### src/rtl/lsu_sram_requester.sv
// Load/store-unit initiator for the 32-bit SRAM controller: checks one RV32 access,
// issues a single request pulse, waits for ack (with timeout) and formats load data.
//
// state | meaning
// IDLE  | waiting for a core request; checks funct3, alignment and range
// REQ   | one-cycle wren/rden pulse to the controller
// WAIT  | waiting for ack, timeout counter running
// DONE  | one-cycle done pulse with err/rdata back to the core
module lsu_sram_requester #(
  parameter int TIMEOUT_CYC = 16,
  parameter int ADDR_MSB    = 18
) (
  input  logic                i_clk,
  input  logic                i_reset,
  input  logic                i_lsu_valid,
  input  logic                i_lsu_we,
  input  logic [2:0]          i_lsu_funct3,
  input  logic [31:0]         i_lsu_addr,
  input  logic [31:0]         i_lsu_wdata,
  output logic [31:0]         o_lsu_rdata,
  output logic                o_lsu_done,
  output logic                o_lsu_err,
  output logic                o_lsu_stall,
  output logic [ADDR_MSB-1:0] o_sram_addr,
  output logic [31:0]         o_sram_wdata,
  output logic [3:0]          o_sram_bmask,
  output logic                o_sram_wren,
  output logic                o_sram_rden,
  input  logic [31:0]         i_sram_rdata,
  input  logic                i_sram_ack
);

  typedef enum logic [1:0] {IDLE, REQ, WAIT, DONE} state_t;

  localparam int CNT_W = $clog2(TIMEOUT_CYC + 1);

  state_t               state, state_nxt;
  logic [CNT_W-1:0]     tmo_cnt;
  logic                 we_q;
  logic [2:0]           funct3_q;
  logic [1:0]           off_q;
  logic                 err_q;
  logic [31:0]          rdata_q;
  logic [ADDR_MSB-1:0]  sram_addr_q;
  logic [31:0]          sram_wdata_q;
  logic [3:0]           bmask_q;

  logic                 f3_ok, misalign, out_of_range, req_bad, timeout;
  logic [3:0]           bmask_nxt;
  logic [31:0]          wdata_nxt;
  logic [31:0]          shifted, load_fmt;

  always_comb begin
    f3_ok = 1'b0;
    if (i_lsu_we) f3_ok = i_lsu_funct3 inside {3'b000, 3'b001, 3'b010};
    else          f3_ok = i_lsu_funct3 inside {3'b000, 3'b001, 3'b010, 3'b100, 3'b101};
    misalign     = ((i_lsu_funct3[1:0] == 2'b01) && i_lsu_addr[0]) ||
                   ((i_lsu_funct3[1:0] == 2'b10) && (i_lsu_addr[1:0] != 2'b00));
    out_of_range = |i_lsu_addr[31:ADDR_MSB+1];
    req_bad      = !f3_ok || misalign || out_of_range;
  end

  // Narrow stores are replicated across lanes; the mask selects the live bytes.
  always_comb begin
    bmask_nxt = 4'b1111;
    wdata_nxt = 32'h0;
    if (i_lsu_we) begin
      case (i_lsu_funct3[1:0])
        2'b00: begin
          bmask_nxt = 4'b0001 << i_lsu_addr[1:0];
          wdata_nxt = {4{i_lsu_wdata[7:0]}};
        end
        2'b01: begin
          bmask_nxt = 4'b0011 << i_lsu_addr[1:0];
          wdata_nxt = {2{i_lsu_wdata[15:0]}};
        end
        default: begin
          bmask_nxt = 4'b1111;
          wdata_nxt = i_lsu_wdata;
        end
      endcase
    end
  end

  always_comb begin
    shifted  = i_sram_rdata >> {off_q, 3'b000};
    load_fmt = shifted;
    case (funct3_q)
      3'b000:  load_fmt = {{24{shifted[7]}}, shifted[7:0]};
      3'b100:  load_fmt = {24'h0, shifted[7:0]};
      3'b001:  load_fmt = {{16{shifted[15]}}, shifted[15:0]};
      3'b101:  load_fmt = {16'h0, shifted[15:0]};
      default: load_fmt = shifted;
    endcase
  end

  // Ack takes priority over a timeout landing in the same cycle.
  assign timeout = (state == WAIT) && !i_sram_ack && (tmo_cnt == '0);

  always_ff @(posedge i_clk) begin
    if (!i_reset) state <= IDLE;
    else          state <= state_nxt;
  end

  always_comb begin
    state_nxt   = state;
    o_sram_wren = 1'b0;
    o_sram_rden = 1'b0;
    o_lsu_done  = 1'b0;
    o_lsu_err   = 1'b0;
    o_lsu_rdata = 32'h0;
    o_lsu_stall = 1'b0;
    case (state)
      IDLE: begin
        o_lsu_stall = i_lsu_valid;
        if (i_lsu_valid) state_nxt = req_bad ? DONE : REQ;
      end
      REQ: begin
        o_lsu_stall = 1'b1;
        o_sram_wren = we_q;
        o_sram_rden = !we_q;
        state_nxt   = WAIT;
      end
      WAIT: begin
        o_lsu_stall = 1'b1;
        if (i_sram_ack || timeout) state_nxt = DONE;
      end
      DONE: begin
        o_lsu_done  = 1'b1;
        o_lsu_err   = err_q;
        o_lsu_rdata = rdata_q;
        state_nxt   = IDLE;
      end
      default: state_nxt = IDLE;
    endcase
  end

  always_ff @(posedge i_clk) begin
    if (!i_reset) begin
      tmo_cnt      <= '0;
      we_q         <= 1'b0;
      funct3_q     <= 3'b000;
      off_q        <= 2'b00;
      err_q        <= 1'b0;
      rdata_q      <= 32'h0;
      sram_addr_q  <= '0;
      sram_wdata_q <= 32'h0;
      bmask_q      <= 4'h0;
    end else begin
      case (state)
        IDLE: begin
          if (i_lsu_valid) begin
            rdata_q <= 32'h0;
            err_q   <= req_bad;
            if (!req_bad) begin
              we_q         <= i_lsu_we;
              funct3_q     <= i_lsu_funct3;
              off_q        <= i_lsu_addr[1:0];
              sram_addr_q  <= {i_lsu_addr[ADDR_MSB:2], 1'b0};
              sram_wdata_q <= wdata_nxt;
              bmask_q      <= bmask_nxt;
            end
          end
        end
        REQ: tmo_cnt <= CNT_W'(TIMEOUT_CYC - 1);
        WAIT: begin
          if (i_sram_ack) begin
            err_q   <= 1'b0;
            rdata_q <= we_q ? 32'h0 : load_fmt;
          end else if (tmo_cnt == '0) begin
            err_q <= 1'b1;
          end else begin
            tmo_cnt <= tmo_cnt - CNT_W'(1);
          end
        end
        default: ;
      endcase
    end
  end

  assign o_sram_addr  = sram_addr_q;
  assign o_sram_wdata = sram_wdata_q;
  assign o_sram_bmask = bmask_q;

endmodule

### config.mk
export PLATFORM = sky130hd
export DESIGN_NAME = lsu_sram_requester
export DESIGN_NICKNAME = d
export VERILOG_FILES = /design/src/rtl/lsu_sram_requester.sv
export SDC_FILE = /design/constraint.sdc
export NUM_CORES = 1
export LEC_CHECK = 0
export CAP_MARGIN = 30
export CORE_MARGIN = 1.5
export CORE_UTILIZATION = 40
export CTS_CLUSTER_SIZE = 16
export DETAILED_ROUTE_END_ITERATION = 10
export GPL_TIMING_DRIVEN = 0
export PLACE_DENSITY = 0.85
export SLEW_MARGIN = 10
export SYNTH_ARGS = -nofsm -noshare
export SYNTH_HDL_FRONTEND = slang
export SYNTH_SLANG_ARGS = --single-unit
### constraint.sdc
create_clock -name i_clk -period 2.1 [get_ports i_clk]
set_input_delay 0.42 -clock i_clk [delete_from_list [all_inputs] [get_ports i_clk]]
set_output_delay 0.42 -clock i_clk [all_outputs]
set_load 0.05 [all_outputs]
==> impl_metrics.json <==
{
  "max_freq_mhz": 483.5,
  "crit_type": "reg -> out",
  "maxSlewHeadroom_pct": 52.72,
  "period_needed_ns": 2.068,
  "wl_per_cell_um": 16.78,
  "crit_path_end": "o_lsu_rdata[22]",
  "initial_utilization_pct": 40.68,
  "worstPathMaxFanout": 10,
  "worst-path-buf-inv": 2,
  "vias": 4921,
  "combPwrFrac_pct": 25.2,
  "htreeDepth": 3,
  "cts_tree": "yes",
  "core_area_sq_mm": 0.01257,
  "grt_pass1_vias": 4717,
  "grt_usage_pct": 23.27,
  "finalCritPeriodShare_pct": 98.48,
  "ctsHoldBuffers": 0,
  "cts.sinks": 99,
  "rsz0062_at_grt": "yes",
  "crit_cells": 4,
  "final_antenna_net_count": 0,
  "synthFlopType": "dfxtp_1",
  "yosysWarnings": 0,
  "die_y_um": 116.1,
  "synth_cell_type_count": 49,
  "pre_cts_slack_ns": -0.8807,
  "worstSetupEndpointType": "primary output",
  "post-route-drc-count": 0,
  "design_area_sq_mm": 0.007575,
  "r2r-end": "rdata_q[27]",
  "synth_edf_count": 0,
  "drive_above_1_share_pct": 17.05,
  "startpoint_type": "flip-flop",
  "place_hpwl_mm": 11.93,
  "first_iter_violations": 295,
  "fp.dieW_um": 116.1,
  "swShare_pct": 30.50,
  "r2r_start": "state[0]",
  "ys_ff_latch": 99,
  "grt_first_pass_wirelength_mm": 24.11,
  "rows": 41,
  "p_clk_share_pct": 33.7,
  "required_ns": 1.68,
  "slowest_stage": "dfxtp_2",
  "cts.reportedPaths.clkPinSlew_ns": 0.06,
  "fill_cells": 1070,
  "clock_skew_ns": 0.01085,
  "max_stage_delay_ns": 0.36,
  "crit_family": "buffers and inverters",
  "gr-total-overflow": 0,
  "cts_buffers": 9,
  "hold_ws_ns": 0.4464,
  "syn_area_per_cell_sq_um": 9.113,
  "p_leak_nw": 2.772,
  "nNetsFinal": 879,
  "gp_congestion": 0.9073,
  "power.internal_mw": 3.505,
  "setup_ws_ns": 0.03185,
  "p_per_area_mw_per_mm2": 665.8,
  "syn_area_sq_mm": 0.005112,
  "routed_wl_mm": 15.88,
  "synth-async-reset-ratio_pct": 0,
  "hold_viol": 0,
  "tightest_slew_ns": 0.7092,
  "max-vdd-ir-drop_mv": 0.4426,
  "yosysSeqAreaShare_pct": 38.77,
  "area_growth_pct": 48.16,
  "ios": 195,
  "finalSetupViolations": 0,
  "cts_buffer_depth": 2,
  "sequentialPowerShare_pct": 41.1,
  "port_buffers": 192,
  "dieArea_sq_mm": 0.01347,
  "r2r_setup_slack_ns": 0.04,
  "cts-root-buf": "clkbuf_16",
  "r2r.worst_path.cells": 8,
  "clk_latency_ns": 0.36,
  "diodes": 0,
  "p_switching_mw": 1.538,
  "crit_start": "state[0]",
  "grt_max_degree": 20,
  "hold_path.class": "reg -> reg",
  "place_area_sq_mm": 0.007252,
  "synth_nets": 671,
  "worstPathCellList": "ha_2 > clkbuf_4 > and2_1 > buf_2",
  "firstDrtPassIters": 4,
  "synthCells": 561,
  "arrival_ns": 1.65,
  "antenna_found_initial": 0,
  "maxSlewViolCount": 0,
  "drv_cap": 0,
  "vias_per_cell": 5.202,
  "run_status": "finished clean"
}
worst min-delay path by stage:
stage	from	to	cells after the start
after global placement	rdata_q[11]	rdata_q[11]	2
after global routing	rdata_q[8]	rdata_q[8]	2
final	rdata_q[8]	rdata_q[8]	2
after detailed placement	rdata_q[11]	rdata_q[11]	2
after CTS	rdata_q[11]	rdata_q[11]	2
after floorplan	rdata_q[10]	rdata_q[10]	2
state kept, by name, summed over array words and instances (netlist names):
name / cells
err_q: 1
funct3_q: 3
o_sram_addr: 17
o_sram_bmask: 4
o_sram_wdata: 32
off_q: 2
rdata_q: 32
state: 2
tmo_cnt: 5
we_q: 1
cell type report:
type	count	area, sq um	area share (%)
well taps	172	215.2	2.841
multi-input cells	415	3005	39.68
flip-flops and latches	99	1984	26.20
repair buffers	199	1848	24.40
plain buffers	38	192.7	2.544
clock inverters	6	63.81	0.8424
inverters	7	26.28	0.3469
clock buffers	10	239.0	3.155
power by group through the flow:
stage | logic [mW] | clock network [mW] | registers, mW
2_1_floorplan | 0.788 | 0 | 2.09
3_3_place_gp | 1.23 | 0 | 2.11
3_5_place_dp | 1.25 | 0 | 2.11
4_1_cts | 1.26 | 1.73 | 2.07
5_1_grt | 1.39 | 1.80 | 2.09
6_report | 1.27 | 1.70 | 2.07
worst register-to-register path, delay by kind of cell (launching register included):
family                     cells  cell delay [ns]
DFF                            1             0.36
and+or+nand+nor                3             0.82
adders and majority gates      1             0.22
buffers and inverters          3             0.45
AOI/OAI and AO/OA              1             0.15
through the flow:
step / power, mW / cells / TNS (ns) / util [%]
after global routing: 5.279 / 946 / -0.3824 / 60.27
after detailed placement: 3.358 / 925 / -60.65 / 57.70
after floorplan: 2.879 / 561 / 0 / -
final: 5.043 / 946 / 0 / 60.27
after CTS: 5.058 / 944 / -0.004372 / 59.53
after global placement: 3.332 / 925 / -59.07 / 57.70
kinds of logic after synthesis:
| logic type | synth area share, % |
|---|---|
| adders and majority gates | 1.468 |
| xor gates and xnor gates | 0.8567 |
| DFF | 38.77 |
| other | 0.07335 |
| and+or+nand+nor | 20.22 |
| AOI/OAI and AO/OA | 12.02 |
| muxes | 22.54 |
| buffers and inverters | 4.062 |
what timing repair did:
item,4_1_cts,5_1_grt
endpoints found under the setup margin,125,57
pin swaps,4,2
endpoints found under the hold margin,0,0
setup buffers,4,2
gates resized for setup,184,35
gates cloned,1,0
synthesized netlist by cell type, types with 2 or more instances:
cell	number	area share, %
ha_1	6	1.5
a21oi_1	9	0.88
buf_4	3	0.44
dfxtp_1	99	39
mux2_2	25	5.5
a221o_1	16	3.1
xnor2_1	2	0.34
a211oi_1	3	0.44
nor4_1	9	1.1
buf_6	2	0.44
buf_1	3	0.22
xor2_1	3	0.51
mux2i_1	69	14
clkbuf_1	28	2.1
mux4_2	8	3.5
and2_1	35	4.3
nor2b_1	3	0.37
nor2_1	19	1.4
nand3_1	10	0.98
nand4b_1	2	0.34
o21bai_1	7	1.0
nand2b_1	5	0.61
a22oi_1	8	1.2
nor3_1	4	0.39
nand4_1	3	0.37
buf_2	4	0.39
o21ai_0	23	2.3
inv_1	6	0.44
a221oi_1	8	1.4
nand2_1	120	8.8
metal layers:
metal / track usage (%) / wire, um / vias to the layer above
met4: 10.98 / 520 / 0
met3: 3.504 / 700 / 40
met2: 37.73 / 7567 / 164
met5: 0 / 0 / -
met1: 30.53 / 7090 / 2312
li1: - / - / 2405
cell usage in the layout (no fill, tap or decap), drive strengths merged, types with 2 or more instances in the layout:
cell,synthesis,routed
clkdlybuf4s15,0,5
clkinv,0,2
a221oi,8,8
mux4,8,8
nor3,5,5
a22oi,8,8
clkbuf,28,50
clkinvlp,0,2
buf,12,36
inv,7,8
and2,36,36
mux2,25,25
ha,6,6
a211oi,3,3
o21ai,23,23
clkdlybuf4s50,0,155
nor2b,3,3
mux2i,69,69
xor2,3,3
nand3,10,10
xnor2,2,2
nor4,9,9
a221o,16,16
nand2,120,120
nand2b,5,5
dfxtp,99,99
nand4,3,3
o21bai,7,7
a21oi,10,10
nor2,19,19
nand4b,2,2
Power figures use the tool's default switching activity.
